[src/rtl/lvds_dpa_pkg.sv]
// Shared definitions for the LVDS 7:1 receiver DPA training logic.
// Contents:
//   dpa_state_t          training FSM state encoding
//   DEFAULT_TIMEOUT_CYC  default per-attempt DPA timeout in clock cycles
//   DEFAULT_MAX_RETRY    default number of extra attempts per lane
//   idx_width()          bits needed to index a given number of lanes
//   cnt_width()          bits needed to hold a count up to a given value
package lvds_dpa_pkg;

  typedef enum logic [2:0] {
    ST_IDLE   = 3'd0,
    ST_LRST   = 3'd1,
    ST_START  = 3'd2,
    ST_WAIT   = 3'd3,
    ST_NEXT   = 3'd4,
    ST_LINKUP = 3'd5,
    ST_FAIL   = 3'd6
  } dpa_state_t;

  localparam int DEFAULT_TIMEOUT_CYC = 65535;
  localparam int DEFAULT_MAX_RETRY   = 3;

  function automatic int idx_width(input int lanes);
    return (lanes > 1) ? $clog2(lanes) : 1;
  endfunction

  function automatic int cnt_width(input int max_val);
    return (max_val > 0) ? $clog2(max_val + 1) : 1;
  endfunction

endpackage

[src/rtl/lvds_dpa_timer.sv]
// Loadable saturating down-counter used for both the lane-reset hold time
// and the per-attempt DPA timeout.
// Ports:
//   clk       clock
//   rst       asynchronous active-high reset (count cleared)
//   load      load load_val this cycle (wins over en)
//   en        decrement by one; holds at zero instead of wrapping
//   load_val  value to load
//   zero      count is zero
module lvds_dpa_timer #(
  parameter int W = 16
) (
  input  logic         clk,
  input  logic         rst,
  input  logic         load,
  input  logic         en,
  input  logic [W-1:0] load_val,
  output logic         zero
);

  logic [W-1:0] count_r;

  // Down-count register: load has priority, decrement stops at zero
  always_ff @(posedge clk or posedge rst) begin
    if (rst) begin
      count_r <= {W{1'b0}};
    end else if (load) begin
      count_r <= load_val;
    end else if (en && (count_r != {W{1'b0}})) begin
      count_r <= count_r - W'(1);
    end else begin
      count_r <= count_r;
    end
  end

  assign zero = (count_r == {W{1'b0}});

endmodule

[src/rtl/lvds_dpa_sequencer.sv]
// Link-level training controller for the multi-lane LVDS 7:1 receiver.
// Trains the lanes strictly one after another (lane reset, DPA start pulse,
// wait for DPA done plus byte alignment) with per-lane timeout and retry,
// then reports link-up or training failure with a per-lane fail mask.
// Optional feature macro: ERR_RETRAIN_EN -- retrain a single lane from
// LINKUP after ERR_THRESH consecutive cycles of its I_error_flag.
// Ports:
//   I_clk, I_rst         clock, asynchronous active-high reset
//   I_train_req          rising edge starts full training (ignored while busy)
//   I_lane_dpa_done      per-lane DPA done level
//   I_align_valid        per-lane byte-align valid level
//   I_error_flag         per-lane P/N mismatch flag
//   O_lane_rst           per-lane reset request
//   O_dpa_start          per-lane one-cycle DPA start pulse
//   O_busy               training in progress
//   O_link_up            all lanes trained and aligned
//   O_train_fail         at least one lane exhausted its retries
//   O_fail_mask          per-lane failure of the last training run
module lvds_dpa_sequencer
  import lvds_dpa_pkg::*;
#(
  parameter int LANE_NUM    = 8,
  parameter int RST_CYC     = 16,
  parameter int TIMEOUT_CYC = DEFAULT_TIMEOUT_CYC,
  parameter int MAX_RETRY   = DEFAULT_MAX_RETRY,
  parameter int ERR_THRESH  = 256
) (
  input  logic                I_clk,
  input  logic                I_rst,
  input  logic                I_train_req,
  input  logic [LANE_NUM-1:0] I_lane_dpa_done,
  input  logic [LANE_NUM-1:0] I_align_valid,
  input  logic [LANE_NUM-1:0] I_error_flag,
  output logic [LANE_NUM-1:0] O_lane_rst,
  output logic [LANE_NUM-1:0] O_dpa_start,
  output logic                O_busy,
  output logic                O_link_up,
  output logic                O_train_fail,
  output logic [LANE_NUM-1:0] O_fail_mask
);

  localparam int IDX_W = idx_width(LANE_NUM);
  localparam int TMR_W = cnt_width((TIMEOUT_CYC > RST_CYC) ? TIMEOUT_CYC : RST_CYC);
  localparam int RTY_W = cnt_width(MAX_RETRY);
  localparam logic [IDX_W-1:0] LAST_IDX    = IDX_W'(LANE_NUM - 1);
  localparam logic [RTY_W-1:0] RETRY_LIMIT = RTY_W'(MAX_RETRY);
  localparam logic [TMR_W-1:0] TMO_LOAD    = TMR_W'(TIMEOUT_CYC);
  localparam logic [TMR_W-1:0] RST_LOAD    = TMR_W'(RST_CYC - 1);

  dpa_state_t          state_r;
  logic [IDX_W-1:0]    idx_r;
  logic [RTY_W-1:0]    retry_r;
  logic                req_prev_r;
  logic [LANE_NUM-1:0] lane_rst_r;
  logic [LANE_NUM-1:0] dpa_start_r;
  logic                busy_r;
  logic                link_up_r;
  logic                train_fail_r;
  logic [LANE_NUM-1:0] fail_mask_r;

  logic                tmr_load_s;
  logic                tmr_en_s;
  logic [TMR_W-1:0]    tmr_val_s;
  logic                tmr_zero_s;
  logic                start_s;
  logic                lane_ok_s;
  logic                lanes_ok_s;
  logic                last_lane_s;

  // Requests are honoured only when no training is running
  assign start_s    = I_train_req && !req_prev_r &&
                      ((state_r == ST_IDLE) || (state_r == ST_LINKUP) || (state_r == ST_FAIL));
  assign lane_ok_s  = I_lane_dpa_done[idx_r] && I_align_valid[idx_r];
  assign lanes_ok_s = &(I_lane_dpa_done & I_align_valid);

`ifdef ERR_RETRAIN_EN
  localparam int ERR_W = cnt_width(ERR_THRESH);
  localparam logic [ERR_W-1:0] ERR_TRIG = ERR_W'(ERR_THRESH - 1);
  localparam logic [ERR_W-1:0] ERR_MAX  = ERR_W'(ERR_THRESH);

  logic [ERR_W-1:0]    err_cnt_r [LANE_NUM];
  logic [LANE_NUM-1:0] err_hit_s;
  logic [IDX_W-1:0]    err_idx_s;
  logic                err_any_s;
  logic                single_r;

  // Per-lane run length of consecutive error cycles, only counted while linked
  always_ff @(posedge I_clk or posedge I_rst) begin
    if (I_rst) begin
      for (int i = 0; i < LANE_NUM; i++) err_cnt_r[i] <= {ERR_W{1'b0}};
    end else begin
      for (int i = 0; i < LANE_NUM; i++) begin
        if ((state_r == ST_LINKUP) && I_error_flag[i]) begin
          err_cnt_r[i] <= (err_cnt_r[i] == ERR_MAX) ? ERR_MAX : err_cnt_r[i] + ERR_W'(1);
        end else begin
          err_cnt_r[i] <= {ERR_W{1'b0}};
        end
      end
    end
  end

  // A lane trips in the cycle its run length reaches the threshold; lowest index wins
  always_comb begin
    err_idx_s = {IDX_W{1'b0}};
    for (int i = 0; i < LANE_NUM; i++) begin
      err_hit_s[i] = (state_r == ST_LINKUP) && I_error_flag[i] && (err_cnt_r[i] >= ERR_TRIG);
    end
    for (int i = LANE_NUM - 1; i >= 0; i--) begin
      err_idx_s = err_hit_s[i] ? IDX_W'(i) : err_idx_s;
    end
    err_any_s = |err_hit_s;
  end

  // A single-lane retrain ends after that lane, wherever it sits
  assign last_lane_s = single_r || (idx_r == LAST_IDX);
`else
  logic err_flag_unused_s;
  assign err_flag_unused_s = ^I_error_flag;
  assign last_lane_s       = (idx_r == LAST_IDX);
`endif

  // Timer control: LRST and WAIT count down; START arms the timeout; a timeout
  // in WAIT re-arms the reset hold for the retry; all other states preload it
  always_comb begin
    tmr_load_s = 1'b1;
    tmr_en_s   = 1'b0;
    tmr_val_s  = RST_LOAD;
    case (state_r)
      ST_LRST: begin
        tmr_load_s = 1'b0;
        tmr_en_s   = 1'b1;
      end
      ST_START: tmr_val_s = TMO_LOAD;
      ST_WAIT: begin
        tmr_load_s = tmr_zero_s;
        tmr_en_s   = 1'b1;
      end
      default: tmr_load_s = 1'b1;
    endcase
  end

  lvds_dpa_timer #(.W(TMR_W)) u_timer (
    .clk      (I_clk),
    .rst      (I_rst),
    .load     (tmr_load_s),
    .en       (tmr_en_s),
    .load_val (tmr_val_s),
    .zero     (tmr_zero_s)
  );

  // Training FSM with all outputs registered
  always_ff @(posedge I_clk or posedge I_rst) begin
    if (I_rst) begin
      state_r      <= ST_IDLE;
      idx_r        <= {IDX_W{1'b0}};
      retry_r      <= {RTY_W{1'b0}};
      req_prev_r   <= 1'b0;
      lane_rst_r   <= {LANE_NUM{1'b1}};
      dpa_start_r  <= {LANE_NUM{1'b0}};
      busy_r       <= 1'b0;
      link_up_r    <= 1'b0;
      train_fail_r <= 1'b0;
      fail_mask_r  <= {LANE_NUM{1'b0}};
`ifdef ERR_RETRAIN_EN
      single_r     <= 1'b0;
`endif
    end else begin
      req_prev_r  <= I_train_req;
      dpa_start_r <= {LANE_NUM{1'b0}};
      if (start_s) begin
        // Full run: every lane goes back into reset until its turn
        state_r      <= ST_LRST;
        idx_r        <= {IDX_W{1'b0}};
        retry_r      <= {RTY_W{1'b0}};
        lane_rst_r   <= {LANE_NUM{1'b1}};
        busy_r       <= 1'b1;
        link_up_r    <= 1'b0;
        train_fail_r <= 1'b0;
        fail_mask_r  <= {LANE_NUM{1'b0}};
`ifdef ERR_RETRAIN_EN
        single_r     <= 1'b0;
`endif
      end else begin
        case (state_r)
          ST_IDLE: state_r <= ST_IDLE;
          ST_LRST: begin
            if (tmr_zero_s) begin
              lane_rst_r[idx_r] <= 1'b0;
              state_r           <= ST_START;
            end else begin
              lane_rst_r[idx_r] <= 1'b1;
            end
          end
          ST_START: begin
            dpa_start_r[idx_r] <= 1'b1;
            state_r            <= ST_WAIT;
          end
          ST_WAIT: begin
            // Success is tested first so it wins a same-cycle timeout
            if (lane_ok_s) begin
              state_r <= ST_NEXT;
            end else if (tmr_zero_s) begin
              lane_rst_r[idx_r] <= 1'b1;
              if (retry_r < RETRY_LIMIT) begin
                retry_r <= retry_r + RTY_W'(1);
                state_r <= ST_LRST;
              end else begin
                fail_mask_r[idx_r] <= 1'b1;
                state_r            <= ST_NEXT;
              end
            end else begin
              state_r <= ST_WAIT;
            end
          end
          ST_NEXT: begin
            retry_r <= {RTY_W{1'b0}};
            if (last_lane_s) begin
`ifdef ERR_RETRAIN_EN
              single_r <= 1'b0;
`endif
              busy_r <= 1'b0;
              if (fail_mask_r != {LANE_NUM{1'b0}}) begin
                train_fail_r <= 1'b1;
                state_r      <= ST_FAIL;
              end else begin
                link_up_r <= 1'b1;
                state_r   <= ST_LINKUP;
              end
            end else begin
              idx_r   <= idx_r + IDX_W'(1);
              state_r <= ST_LRST;
            end
          end
          ST_LINKUP: begin
            if (!lanes_ok_s) begin
              link_up_r <= 1'b0;
              state_r   <= ST_IDLE;
`ifdef ERR_RETRAIN_EN
            end else if (err_any_s) begin
              link_up_r             <= 1'b0;
              busy_r                <= 1'b1;
              idx_r                 <= err_idx_s;
              retry_r               <= {RTY_W{1'b0}};
              single_r              <= 1'b1;
              lane_rst_r[err_idx_s] <= 1'b1;
              state_r               <= ST_LRST;
`endif
            end else begin
              state_r <= ST_LINKUP;
            end
          end
          ST_FAIL: state_r <= ST_FAIL;
          default: begin
            busy_r  <= 1'b0;
            state_r <= ST_IDLE;
          end
        endcase
      end
    end
  end

  assign O_lane_rst   = lane_rst_r;
  assign O_dpa_start  = dpa_start_r;
  assign O_busy       = busy_r;
  assign O_link_up    = link_up_r;
  assign O_train_fail = train_fail_r;
  assign O_fail_mask  = fail_mask_r;

endmodule

[config.mk]
export PLATFORM = sky130hd
export DESIGN_NAME = lvds_dpa_sequencer
export DESIGN_NICKNAME = d
export VERILOG_FILES = /design/src/rtl/lvds_dpa_pkg.sv /design/src/rtl/lvds_dpa_timer.sv /design/src/rtl/lvds_dpa_sequencer.sv
export SDC_FILE = /design/constraint.sdc
export NUM_CORES = 1
export LEC_CHECK = 0
export ABC_AREA = 1
export BUFFER_PORTS_ARGS = -buffer_cell sky130_fd_sc_hd__buf_2
export CORE_MARGIN = 2
export CORE_UTILIZATION = 56
export DETAILED_ROUTE_END_ITERATION = 10
export GPL_TIMING_DRIVEN = 0
export PLACE_DENSITY = 0.82
export SLEW_MARGIN = 20
export SYNTH_ARGS = -nofsm -noshare
export SYNTH_HDL_FRONTEND = slang
export SYNTH_SLANG_ARGS = --single-unit
[constraint.sdc]
create_clock -name I_clk -period 2.1 [get_ports I_clk]
set_input_delay 0.42 -clock I_clk [delete_from_list [all_inputs] [get_ports I_clk]]
set_output_delay 0.42 -clock I_clk [all_outputs]
set_load 0.05 [all_outputs]
==> metrics.log, run 1 <==
[metrics] initial antenna violation count: 0
[metrics] async set-or-reset flop fraction in the synthesized netlist: between 90% and 100%
[metrics] Gate power share: a little over half
[metrics] dominant cell by count in the synthesized netlist: sky130_fd_sc_hd__nand2_1
[metrics] crit-path max FO: 10
[metrics] most area-hungry cell type in the Yosys netlist: sky130_fd_sc_hd__dfrtp_1
[metrics] Placeable Area: between 0.005 and 0.006 sq mm
[metrics] commonest cells in the synthesized netlist: sky130_fd_sc_hd__nand2_1 (128), sky130_fd_sc_hd__inv_1 (66), sky130_fd_sc_hd__nor2_1 (50), sky130_fd_sc_hd__nand3_1 (46), sky130_fd_sc_hd__dfrtp_1 (44)
[metrics] die outline area: around 0.0063 sq mm
[metrics] final critical-path required period: roughly 1.7 ns
[metrics] max-slew headroom at the worst pin: between 60% and 70%
[metrics] setup repair after global routing missed its margin: no
[metrics] worst voltage drop across the vdd grid: between 0.6 and 0.7 mV
[metrics] remaining number of nets flagged by the antenna check after routing: 0
[metrics] internal power: roughly 2500 uW
[metrics] global placer's final weighted congestion: 0.859
[metrics] ratio of cells with drive above 1 in the final layout: 19.0%
[metrics] run status: completed
[metrics] peak-usage layer in the global routing report: met2
[metrics] GRT met1 Usage: 32.3%
[metrics] number of sinks handled by clock tree synthesis: 52
[metrics] critical path arrival: ~1.9 ns
[metrics] Ant. Diodes: 0
[metrics] Initial Util: around 58%
[metrics] number of setup violations in the final report: 0
[metrics] first-pass GRT wire length: roughly 13000 um
[metrics] power density over cell area: between 1000 and 1500 mW/mm^2
[metrics] portion of netlist area occupied by mux cells: 0%
[metrics] Post-Synthesis Net Count: just under 500
[metrics] level count of the clock H-tree: 2
[metrics] clk root buf: sky130_fd_sc_hd__clkbuf_8
[metrics] warning count from the yosys run: 0
[metrics] post-route clock skew: 0.0133 ns
[metrics] area share of xor/xnor cells in the synthesized design: under 10%
[metrics] global route overflow: 0
[metrics] worst slack on hold paths: just over 0.08 ns
[metrics] Clock transition at path regs: approximately 0.10 ns
[metrics] routed via count: ~3100
[metrics] DP Area: between 0.003 and 0.004 sq mm
[metrics] mean instance size in the synthesized netlist: approximately 7.0 sq um
[metrics] Synth-to-Final Area Change: 13.5%
[metrics] count of final max-slew check failures: 0
[metrics] pin count of the biggest net entering global routing: 35
[metrics] endpoint kind of the worst setup timing path: register
[metrics] Critical Path Source Type: register
[metrics] input/output buffers: between 40 and 50
[metrics] number of design rule violations left after detail routing: 0
[metrics] start-to-end type of the worst setup path: reg2reg
[metrics] post-route design area: around 0.0036 sq mm
[metrics] number of violations of the max-capacitance limit: 0
[metrics] slew of the pin with the lowest slew margin: about 0.5 ns
[metrics] CP Data Required Time: 2.29 ns
[metrics] clock share of power: between 10% and 20%
[metrics] fraction of met2 tracks used by global routing: 45.8%
[metrics] GRT Util Overall: a little over a quarter
[metrics] upper clock frequency limit: about 580 MHz
[metrics] Skew-Pair Late Insertion Delay: approximately 0.32 ns
[metrics] Cells after Synth: around 460
[metrics] number of buffers on the longest clock path: 2
[metrics] height of the die: 79.4 um
[metrics] overall routed net length: 7560 um
[metrics] count of endpoints failing hold in the final timing report: 0
[metrics] register area share after synthesis: roughly two fifths
[metrics] Seq pwr share: roughly a third
[metrics] flop-to-flop setup slack: roughly 0.4 ns
[metrics] EDFF count, synth: 0
[metrics] Placement Rows: 27
[metrics] Hold-fix buffers, CTS: 0
[metrics] distinct cell type count of the synthesized netlist: 34
[metrics] FF+latch count, synth: 52
[metrics] number of filler instances in the final layout: 511
[metrics] dominant combinational cell family by area after synthesis: simple AND/OR/NAND/NOR gates
[metrics] quantity of gates resized following cts: 0
[metrics] sw frac: between 50% and 60%
[metrics] reported leakage power: roughly 0.002 uW
[metrics] fraction of the mapped netlist area in simple logic gates: between 30% and 40%
[metrics] share of the synthesized area in the top cell type: between 30% and 40%
[metrics] Primary FF master, synth: sky130_fd_sc_hd__dfrtp_1
[metrics] top area cells in the synthesized netlist: sky130_fd_sc_hd__dfrtp_1 (35%), sky130_fd_sc_hd__nand2_1 (15%), sky130_fd_sc_hd__inv_1 (7.8%)
[metrics] via count of the first global-routing pass: 2908
[metrics] number of buffers added by the clock tree synthesis step: 5
[metrics] average routed wire per standard cell: roughly 13 um
[metrics] clock tree from TritonCTS: done
[metrics] Avg Vias per Cell: ~5.3
[metrics] width of the die: 79.4 um
[metrics] Tcrit/Tclk final: between 80 and 90%
[metrics] cell area after technology mapping: ~0.0032 sq mm
[metrics] switching power of the nets: between 2000 and 2500 uW
[metrics] dpl hpwl: roughly 5700 um
[metrics] met3 global-route usage: ~4.2%
[metrics] DR pass1 iterations: 5
[metrics] fraction of the mapped netlist area in compound gates: a little under a tenth
[metrics] Iteration-0 DRC Markers: between 100 and 150
[metrics] top-level I/O count: 54
[metrics] overall power consumption: slightly below 5000 uW
[metrics] final layout net count: around 540
[metrics] worst hold-check path type: in2async
[metrics] post-CTS setup repair buffer count: 0
[metrics] synthesized-area fraction occupied by adder cells: around 2%
## placed cells by master, fill, tap and decap left out, drive strengths merged, types with 4 or more instances in the layout
master  instances
xnor2           4
buf            60
a21oi          22
dfstp           8
nand4          12
dfrtp          44
inv            73
o21ai          23
nand3          46
clkbuf          6
nor3            5
ha              5
nand2         134
nor2           55
## through the flow
stage	TNS, ns	utilization, %	std cells	setup WS (ns)
CTS	0	65.6	583	0.389
global route	0	65.6	583	0.208
global placement	-8.45	63.6	574	-0.194
detailed placement	0	63.9	575	0.409
finish	0	65.6	583	0.389
floorplan	0	-	457	0.435
## flip-flops by register name (all words and copies together), names as in the netlist
name / flops
O_fail_mask: 8
O_lane_rst: 8
state_r: 3
idx_r: 3
O_link_up: 1
O_train_fail: 1
req_prev_r: 1
u_timer.count_r: 16
O_busy: 1
O_dpa_start: 8
retry_r: 2
## power groups by stage
stage	combinational [uW]	sequential (uW)	clock, uW
6_report	2700	1610	604
5_1_grt	3020	1650	657
4_1_cts	2690	1610	626
3_5_place_dp	2680	1630	0
3_3_place_gp	2590	1610	0
2_1_floorplan	1740	1960	0
## cell type report
type	count	area [sq um]	area share [%]
Sequential cell	52	1310	36.3
Clock inverter	3	25.0	0.693
Clock buffer	5	68.8	1.90
Multi-Input combinational cell	319	1500	41.6
Inverter	71	267	7.38
Buffer	15	103	2.84
Tap cell	72	90.1	2.49
Timing Repair Buffer	46	245	6.79
## metal layers
| layer | wire (um) | vias up |
|---|---|---|
| met1 | 3260 | 1442 |
| met2 | 3750 | 111 |
| li1 | - | 1542 |
| met5 | 0 | - |
| met3 | 384 | 13 |
| met4 | 164 | 0 |
## worst paths after layout
path,startpoint,endpoint,cells after the start
worst max-delay path,u_timer.count_r[0],u_timer.count_r[4],10
worst min register to register,O_lane_rst[4],O_lane_rst[4],2
worst min-delay path,I_rst,O_fail_mask[2],2
max in group asynchronous,I_rst,O_lane_rst[1],3
min in group I_clk,I_train_req,req_prev_r,1
worst max register to register,u_timer.count_r[0],u_timer.count_r[4],10
## kinds of logic after synthesis
kind of cell	count (synthesis)
buffers and inverters	86
xor gates and xnor gates	6
DFF	52
adders and majority gates	5
AOI/OAI and AO/OA	52
and+or+nand+nor	256
## critical path, cell delays in order (launching register included)
cell                      delay (ns)
sky130_fd_sc_hd__dfrtp_1        0.39
sky130_fd_sc_hd__inv_1          0.11
sky130_fd_sc_hd__ha_1           0.17
sky130_fd_sc_hd__nand2_1        0.06
sky130_fd_sc_hd__nor2_1         0.10
sky130_fd_sc_hd__nand2_1        0.09
sky130_fd_sc_hd__nand2_2        0.11
sky130_fd_sc_hd__nand2_1        0.14
sky130_fd_sc_hd__buf_4          0.21
sky130_fd_sc_hd__o21ai_0        0.10
sky130_fd_sc_hd__a21oi_1        0.10
Note: power is estimated with default switching activity, not from simulation.
==> inputs of run 2 (changes only) <==
==> constraint.sdc (replaced) <==
create_clock -name I_clk -period 1.6 [get_ports I_clk]
set_input_delay 0.32 -clock I_clk [delete_from_list [all_inputs] [get_ports I_clk]]
set_output_delay 0.32 -clock I_clk [all_outputs]
set_load 0.05 [all_outputs]
==> run 2 against run 1 <==
  * Sequential power rose by 37%
  * Clock skew rose by 0.0015 ns
  * The run now ends with negative setup slack left
  * Power rose by 63%
  * Global-route usage rose by 0.27 points
  * First-iteration DRC count rose by 140%
  * Critical path depth fell by 1
  * Fmax rose by 1.1%
  * Critical path type unchanged
  * Final cell count rose by 5.1%
  * Clock-buffer cell count did not move
==> metrics.log, run 2 (same netlist as run 1, synthesis figures left out) <==
[metrics] run status: finished with violations
[metrics] violations in the final reports: negative setup slack
[metrics] worst reg2reg path startpoint: u_timer.count_r[6]
[metrics] clk root buf: sky130_fd_sc_hd__clkbuf_8
[metrics] Post-Place Cells: about 580
[metrics] pin count of the biggest net entering global routing: 35
[metrics] top-level I/O count: 54
[metrics] first-pass GRT wire length: about 13000 um
[metrics] via count of the first global-routing pass: ~2900
[metrics] logic depth of the worst register-to-register path: 9
[metrics] Synth-to-Final Area Change: 32.8%
[metrics] number of buffers added by the clock tree synthesis step: 5
[metrics] crit-path max FO: 6
[metrics] overall power consumption: 8000 uW
[metrics] clock tree from TritonCTS: done
[metrics] Layout Cells excl Fill: roughly 610
[metrics] start-to-end type of the worst setup path: reg2reg
[metrics] critical path arrival: between 1.5 and 2 ns
[metrics] height of the die: between 70 and 80 um
[metrics] width of the die: 79.4 um
[metrics] count of endpoints failing hold in the final timing report: 0
[metrics] overall routed net length: around 9700 um
[metrics] final layout net count: roughly 570
[metrics] number of design rule violations left after detail routing: 0
[metrics] worst hold-check path type: in2reg
[metrics] endpoint kind of the worst setup timing path: register
[metrics] crit path launch: u_timer.count_r[6]
[metrics] number of sinks handled by clock tree synthesis: 52
[metrics] Iteration-0 DRC Markers: between 300 and 400
[metrics] max-slew headroom at the worst pin: ~63%
[metrics] upper clock frequency limit: between 500 and 600 MHz
[metrics] area taken by multi-input logic gates: approximately 0.0018 sq mm
[metrics] number of violations of the max-capacitance limit: 0
[metrics] input/output buffers: 45
[metrics] worst setup timing slack at the placement stage: -0.0912 ns
[metrics] max reg flops: 16
[metrics] post-route clock skew: around 0.015 ns
[metrics] number of setup violations in the final report: 17
[metrics] worst voltage drop across the vdd grid: 0.955 mV
[metrics] Layout Utilization: around 77%
[metrics] Initial Util: roughly 58%
[metrics] Setup WS post-layout: -0.0915 ns
[metrics] power density over cell area: approximately 1900 mW/mm^2
[metrics] worst slack on hold paths: 0.123 ns
[metrics] Skew-Pair Late Insertion Delay: roughly 0.32 ns
[metrics] initial antenna violation count: 0
[metrics] GRT Util Overall: 26.5%
[metrics] setup repair after global routing missed its margin: yes
[metrics] number of filler instances in the final layout: a little under 400
[metrics] Placement Rows: 27
[metrics] Placeable Area: ~0.0055 sq mm
[metrics] register with the most flip-flops: u_timer.count_r
[metrics] sequential cell area: ~0.0013 sq mm
[metrics] Clock transition at path regs: ~0.1 ns
[metrics] die outline area: roughly 0.0063 sq mm
[metrics] Ant. Diodes: 0
[metrics] commonest cells after routing, fill and taps aside: sky130_fd_sc_hd__nand2_1 (109), sky130_fd_sc_hd__inv_1 (58), sky130_fd_sc_hd__buf_2 (48), sky130_fd_sc_hd__dfrtp_1 (38), sky130_fd_sc_hd__nand3_1 (35)
[metrics] global route overflow: 0
[metrics] DR pass1 iterations: 6
[metrics] worst setup path end: u_timer.count_r[13]
[metrics] reported leakage power: between 0.002 and 0.0025 uW
[metrics] Tcrit/Tclk final: 106%
[metrics] global placer's final weighted congestion: between 0.8 and 0.9
[metrics] number of buffers on the longest clock path: 2
[metrics] level count of the clock H-tree: 2
[metrics] count of final max-slew check failures: 0
[metrics] average routed wire per standard cell: between 15 and 20 um
[metrics] slew of the pin with the lowest slew margin: 0.553 ns
[metrics] Critical Path Source Type: register
[metrics] CP Data Required Time: roughly 1.8 ns
[metrics] final critical-path required period: about 1.7 ns
[metrics] flop-to-flop setup slack: -0.09 ns
[metrics] dpl hpwl: ~5700 um
[metrics] R2R Path End: u_timer.count_r[13]
[metrics] Avg Vias per Cell: ~5.7
[metrics] remaining number of nets flagged by the antenna check after routing: 0
[metrics] ratio of cells with drive above 1 in the final layout: a little over a third
[metrics] routed via count: approximately 3500
[metrics] most common cell after layout, fill and taps aside: sky130_fd_sc_hd__nand2_1
[run 2: metal layers]
layer  up-vias  global-route usage (%)  part of all wire [%]
met4         0                    10.3                   3.9
met2       234                    46.9                    50
met5         -                       0                     0
li1       1610                       -                     -
met3        50                    4.30                   7.4
met1      1622                    32.4                    38
[run 2: area by class of cell]
cell class,count,share of cell area (%)
plain buffers,15,3.49
well taps,72,2.13
repair buffers,76,11.9
clock buffers,5,1.63
multi-input cells,319,42.7
inverters,71,6.36
clock inverters,3,0.592
flip-flops and latches,52,31.2
[run 2: how the worst min path moves through the flow]
stage,start,to,slack [ns],cells past startpoint
floorplan,I_train_req,req_prev_r,0.35,0
global placement,I_train_req,req_prev_r,0.45,1
detailed placement,I_rst,O_fail_mask[2],0.35,2
CTS,I_train_req,req_prev_r,0.12,1
global route,I_train_req,req_prev_r,0.12,1
finish,I_train_req,req_prev_r,0.12,1
[run 2: critical path, cell delays in order, from the launching register on]
cell and delay, ns:
sky130_fd_sc_hd__dfrtp_1 0.43, sky130_fd_sc_hd__nor2_2 0.17, sky130_fd_sc_hd__nand2_2 0.11, sky130_fd_sc_hd__nor2_1 0.14
sky130_fd_sc_hd__nand2_1 0.12, sky130_fd_sc_hd__nand2_2 0.15, sky130_fd_sc_hd__nand2_4 0.11, sky130_fd_sc_hd__buf_4 0.16
sky130_fd_sc_hd__nand3_1 0.10, sky130_fd_sc_hd__a21oi_1 0.08
[run 2: power by group]
part           switching (uW)  internal [uW]
logic                    3140           1840
clock network             492            320
registers                 421           1780
total                    4050           3950
[run 2: timing repair]
action | CTS | global route
setup endpoints to repair | 24 | 38
hold buffers | 1 | 0
gates cloned | 0 | 6
pin swaps | 2 | 35
endpoints found under the hold margin | 12 | 0
buffers inserted | 2 | 21
resized for setup | 12 | 106
[run 2: through the flow]
stage	TNS (ns)	cell area, sq um
floorplan	0	3180
CTS	-0.00198	3670
finish	-0.631	4230
global placement	-27.70	3500
detailed placement	-0.877	3520
global route	-2.86	4230
==> inputs of run 3 (changes only) <==
--- a/config.mk
+++ b/config.mk
@@ -6,12 +6,13 @@
 export NUM_CORES = 1
 export LEC_CHECK = 0
 export ABC_AREA = 1
-export BUFFER_PORTS_ARGS = -buffer_cell sky130_fd_sc_hd__buf_2
 export CORE_MARGIN = 2
-export CORE_UTILIZATION = 56
+export CORE_UTILIZATION = 60
 export DETAILED_ROUTE_END_ITERATION = 10
+export DONT_BUFFER_PORTS = 1
 export GPL_TIMING_DRIVEN = 0
-export PLACE_DENSITY = 0.82
+export PLACE_DENSITY = 0.78
+export REMOVE_ABC_BUFFERS = 1
 export SLEW_MARGIN = 20
 export SYNTH_ARGS = -nofsm -noshare
 export SYNTH_HDL_FRONTEND = slang
==> run 3 against run 2 <==
  * Global-route usage increased by 0.97 points
  * Via count shrank 11%
  * The run now ends clean
  * First-iteration DRC count decreased by 47%
  * Critical path depth up 1
  * Highest routed layer unchanged
  * Hold slack worse by 0.085 ns
  * Routed wire length shrank 11%
  * Non-clock buffer count shrank 66
  * Clock power shrank 3.9%
  * Register-to-register slack better by 0.12 ns
  * Sequential share of layout area increased by 3.3 points
==> metrics.log, run 3 (same netlist as run 1, synthesis figures left out) <==
[metrics] run status: completed
[metrics] clk root buf: sky130_fd_sc_hd__clkbuf_8
[metrics] crit-path max FO: 5
[metrics] Synth-to-Final Area Change: 20.9%
[metrics] logic depth of the worst register-to-register path: 10
[metrics] input/output buffers: 0
[metrics] most common cell after layout, fill and taps aside: sky130_fd_sc_hd__nand2_1
[metrics] setup repair after global routing missed its margin: yes
[metrics] top-level I/O count: 54
[metrics] post-route design area: roughly 0.0038 sq mm
[metrics] worst voltage drop across the vdd grid: 1.25 mV
[metrics] width of the die: roughly 77 um
[metrics] start point of the worst hold path: I_train_req
[metrics] pin count of the biggest net entering global routing: 31
[metrics] critical path arrival: ~1.8 ns
[metrics] commonest cells after routing, fill and taps aside: sky130_fd_sc_hd__nand2_1 (110), sky130_fd_sc_hd__inv_1 (56), sky130_fd_sc_hd__nand3_1 (43), sky130_fd_sc_hd__nor2_1 (31), sky130_fd_sc_hd__dfrtp_1 (30)
[metrics] global route overflow: 0
[metrics] overall power consumption: ~7300 uW
[metrics] Skew-Pair Late Insertion Delay: 0.31 ns
[metrics] slew of the pin with the lowest slew margin: ~0.53 ns
[metrics] number of filler instances in the final layout: just under 400
[metrics] Ant. Diodes: 0
[metrics] GRT Util Overall: 27.5%
[metrics] capture endpoint of the worst hold path: req_prev_r
[metrics] power density over cell area: around 1900 mW/mm^2
[metrics] number of setup violations in the final report: 0
[metrics] worst reg2reg path startpoint: u_timer.count_r[7]
[metrics] Tcrit/Tclk final: ~100%
[metrics] worst hold-check path type: in2reg
[metrics] dpl hpwl: 5250 um
[metrics] Placement Rows: 26
[metrics] Top cell by count, worst path: sky130_fd_sc_hd__nand2_1
[metrics] upper clock frequency limit: roughly 640 MHz
[metrics] Clock transition at path regs: roughly 0.09 ns
[metrics] overall routed net length: about 8700 um
[metrics] first-pass GRT wire length: 13100 um
[metrics] number of sinks handled by clock tree synthesis: 52
[metrics] height of the die: just under 80 um
[metrics] number of violations of the max-capacitance limit: 0
[metrics] kind of cell adding the most delay to the critical path: simple AND/OR/NAND/NOR gates
[metrics] register with the most flip-flops: u_timer.count_r
[metrics] via count of the first global-routing pass: roughly 2800
[metrics] CP Data Required Time: between 1.5 and 2 ns
[metrics] max-slew headroom at the worst pin: between 60% and 70%
[metrics] DR pass1 iterations: 4
[metrics] Avg Vias per Cell: 5.67
[metrics] number of buffers on the longest clock path: 2
[metrics] number of buffers added by the clock tree synthesis step: 5
[metrics] instance count along the most critical hold path: 0
[metrics] ratio of cells with drive above 1 in the final layout: 27.8%
[metrics] max reg flops: 16
[metrics] Post-Place Cells: about 510
[metrics] average routed wire per standard cell: 15.8 um
[metrics] Layout Cells excl Fill: approximately 550
[metrics] worst path cell trace: nor2_2 > nand2_2 > nor2_2 > and2b_4 > buf_6 > nand2_1 > nand2_1 > nand2_1 > o21ai_1 > inv_1
[metrics] Iteration-0 DRC Markers: 180
[metrics] remaining number of nets flagged by the antenna check after routing: 0
[metrics] standard cell with the maximum stage delay on the critical path: sky130_fd_sc_hd__dfrtp_1
[metrics] final layout net count: just over 500
[metrics] flop-to-flop setup slack: roughly 0.027 ns
[metrics] endpoint kind of the worst setup timing path: register
[metrics] count of endpoints failing hold in the final timing report: 0
[metrics] clock tree from TritonCTS: done
[metrics] delay contributed by the slowest stage of the critical path: roughly 0.43 ns
[metrics] initial antenna violation count: 0
[metrics] final critical-path required period: between 1.5 and 2 ns
[metrics] Critical Path Source Type: register
[metrics] post-route clock skew: between 0.008 and 0.009 ns
[metrics] R2R Path End: u_timer.count_r[11]
[metrics] Placeable Area: slightly above 0.005 sq mm
[metrics] die outline area: just under 0.006 sq mm
[metrics] global placer's final weighted congestion: around 0.84
[metrics] reported leakage power: 0.00189 uW
[metrics] number of buffers and inverters on the critical path: 2
[metrics] count of final max-slew check failures: 0
[metrics] start-to-end type of the worst setup path: reg2reg
[metrics] DP Area: roughly 0.0032 sq mm
[metrics] Initial Util: between 60 and 70%
[metrics] routed via count: around 3100
[metrics] level count of the clock H-tree: 2
[metrics] number of design rule violations left after detail routing: 0
## run 3: cell types whose count changed in the layout (fill, tap and decap cells not counted), moves of 4 or more
cell                      change
sky130_fd_sc_hd__buf_2       -47
sky130_fd_sc_hd__buf_4        -9
sky130_fd_sc_hd__dfrtp_1      -8
sky130_fd_sc_hd__dfrtp_2      +8
sky130_fd_sc_hd__nand3_1      +8
sky130_fd_sc_hd__nand3_2      -7
sky130_fd_sc_hd__buf_6        -6
sky130_fd_sc_hd__nand2_2      -5
sky130_fd_sc_hd__nand2_8      +5
sky130_fd_sc_hd__a21oi_1      +4
sky130_fd_sc_hd__a21oi_2      -4
sky130_fd_sc_hd__o21ai_0      +4
## run 3: power breakdown
group | switching [uW] | leakage (uW) | internal [uW] | total, uW
logic | 2370 | 0.00120 | 1400 | 3770
clock network | 433 | 0.0000510 | 346 | 780
registers | 975 | 0.000644 | 1790 | 2770
total | 3780 | 0.00189 | 3540 | 7320
## run 3: stage by stage
stage	hold slack [ns]	worst slack [ns]	utilization (%)	setup TNS [ns]
4_1_cts	0.0340	0.00240	69.3	0
3_3_place_gp	0.352	-0.533	62.1	-36.06
3_5_place_dp	0.272	-0.591	62.4	-13.16
2_1_floorplan	0.351	-0.136	-	-0.493
5_1_grt	0.0226	-0.0564	75.4	-0.725
6_report	0.0380	0.0267	75.4	0
## run 3: worst reg2reg max path: cells and delay by family, from the launching register on
kind / cells / cell delay, ns
AND/OR/NAND/NOR: 7 / 0.76
AO/OA/AOI/OAI: 1 / 0.08
buffers and inverters: 2 / 0.20
flip-flops: 1 / 0.43
## run 3: metal layers
metal | global-route usage, % | part of all wire (%) | up-vias
met4 | 10.4 | 2.7 | 0
li1 | - | - | 1484
met5 | 0 | 0 | -
met2 | 49.0 | 51 | 133
met1 | 32.4 | 38 | 1472
met3 | 5.88 | 7.9 | 24
## run 3: final cells by class
cell class	count	area, sq um	area share, %
multi-input combinational	321	1820	47.2
clock buffer	6	82.6	2.14
sequential	52	1330	34.5
timing repair buffer	25	228	5.91
timing repair inverter	2	12.5	0.325
tap	70	87.6	2.27
inverter	71	284	7.38
clock inverter	2	10.0	0.260
## run 3: what timing repair did
item	in CTS	in global routing
gates resized for setup	42	68
cloned	3	2
buffers inserted	11	11
endpoints found under the setup margin	42	37
pin swaps	4	15
hold endpoints to repair	14	0
hold buffers	1	0
## run 3: worst max-delay path by stage
stage | startpoint | end | slack [ns] | cells past startpoint
final | u_timer.count_r[7] | u_timer.count_r[11] | 0.03 | 10
after global placement | I_rst | idx_r[0] | -0.53 | 1
after CTS | state_r[0] | u_timer.count_r[15] | 0.002 | 7
after global routing | idx_r[0] | state_r[0] | -0.06 | 10
after detailed placement | u_timer.count_r[0] | u_timer.count_r[11] | -0.59 | 10
after floorplan | u_timer.count_r[0] | u_timer.count_r[11] | -0.14 | 10
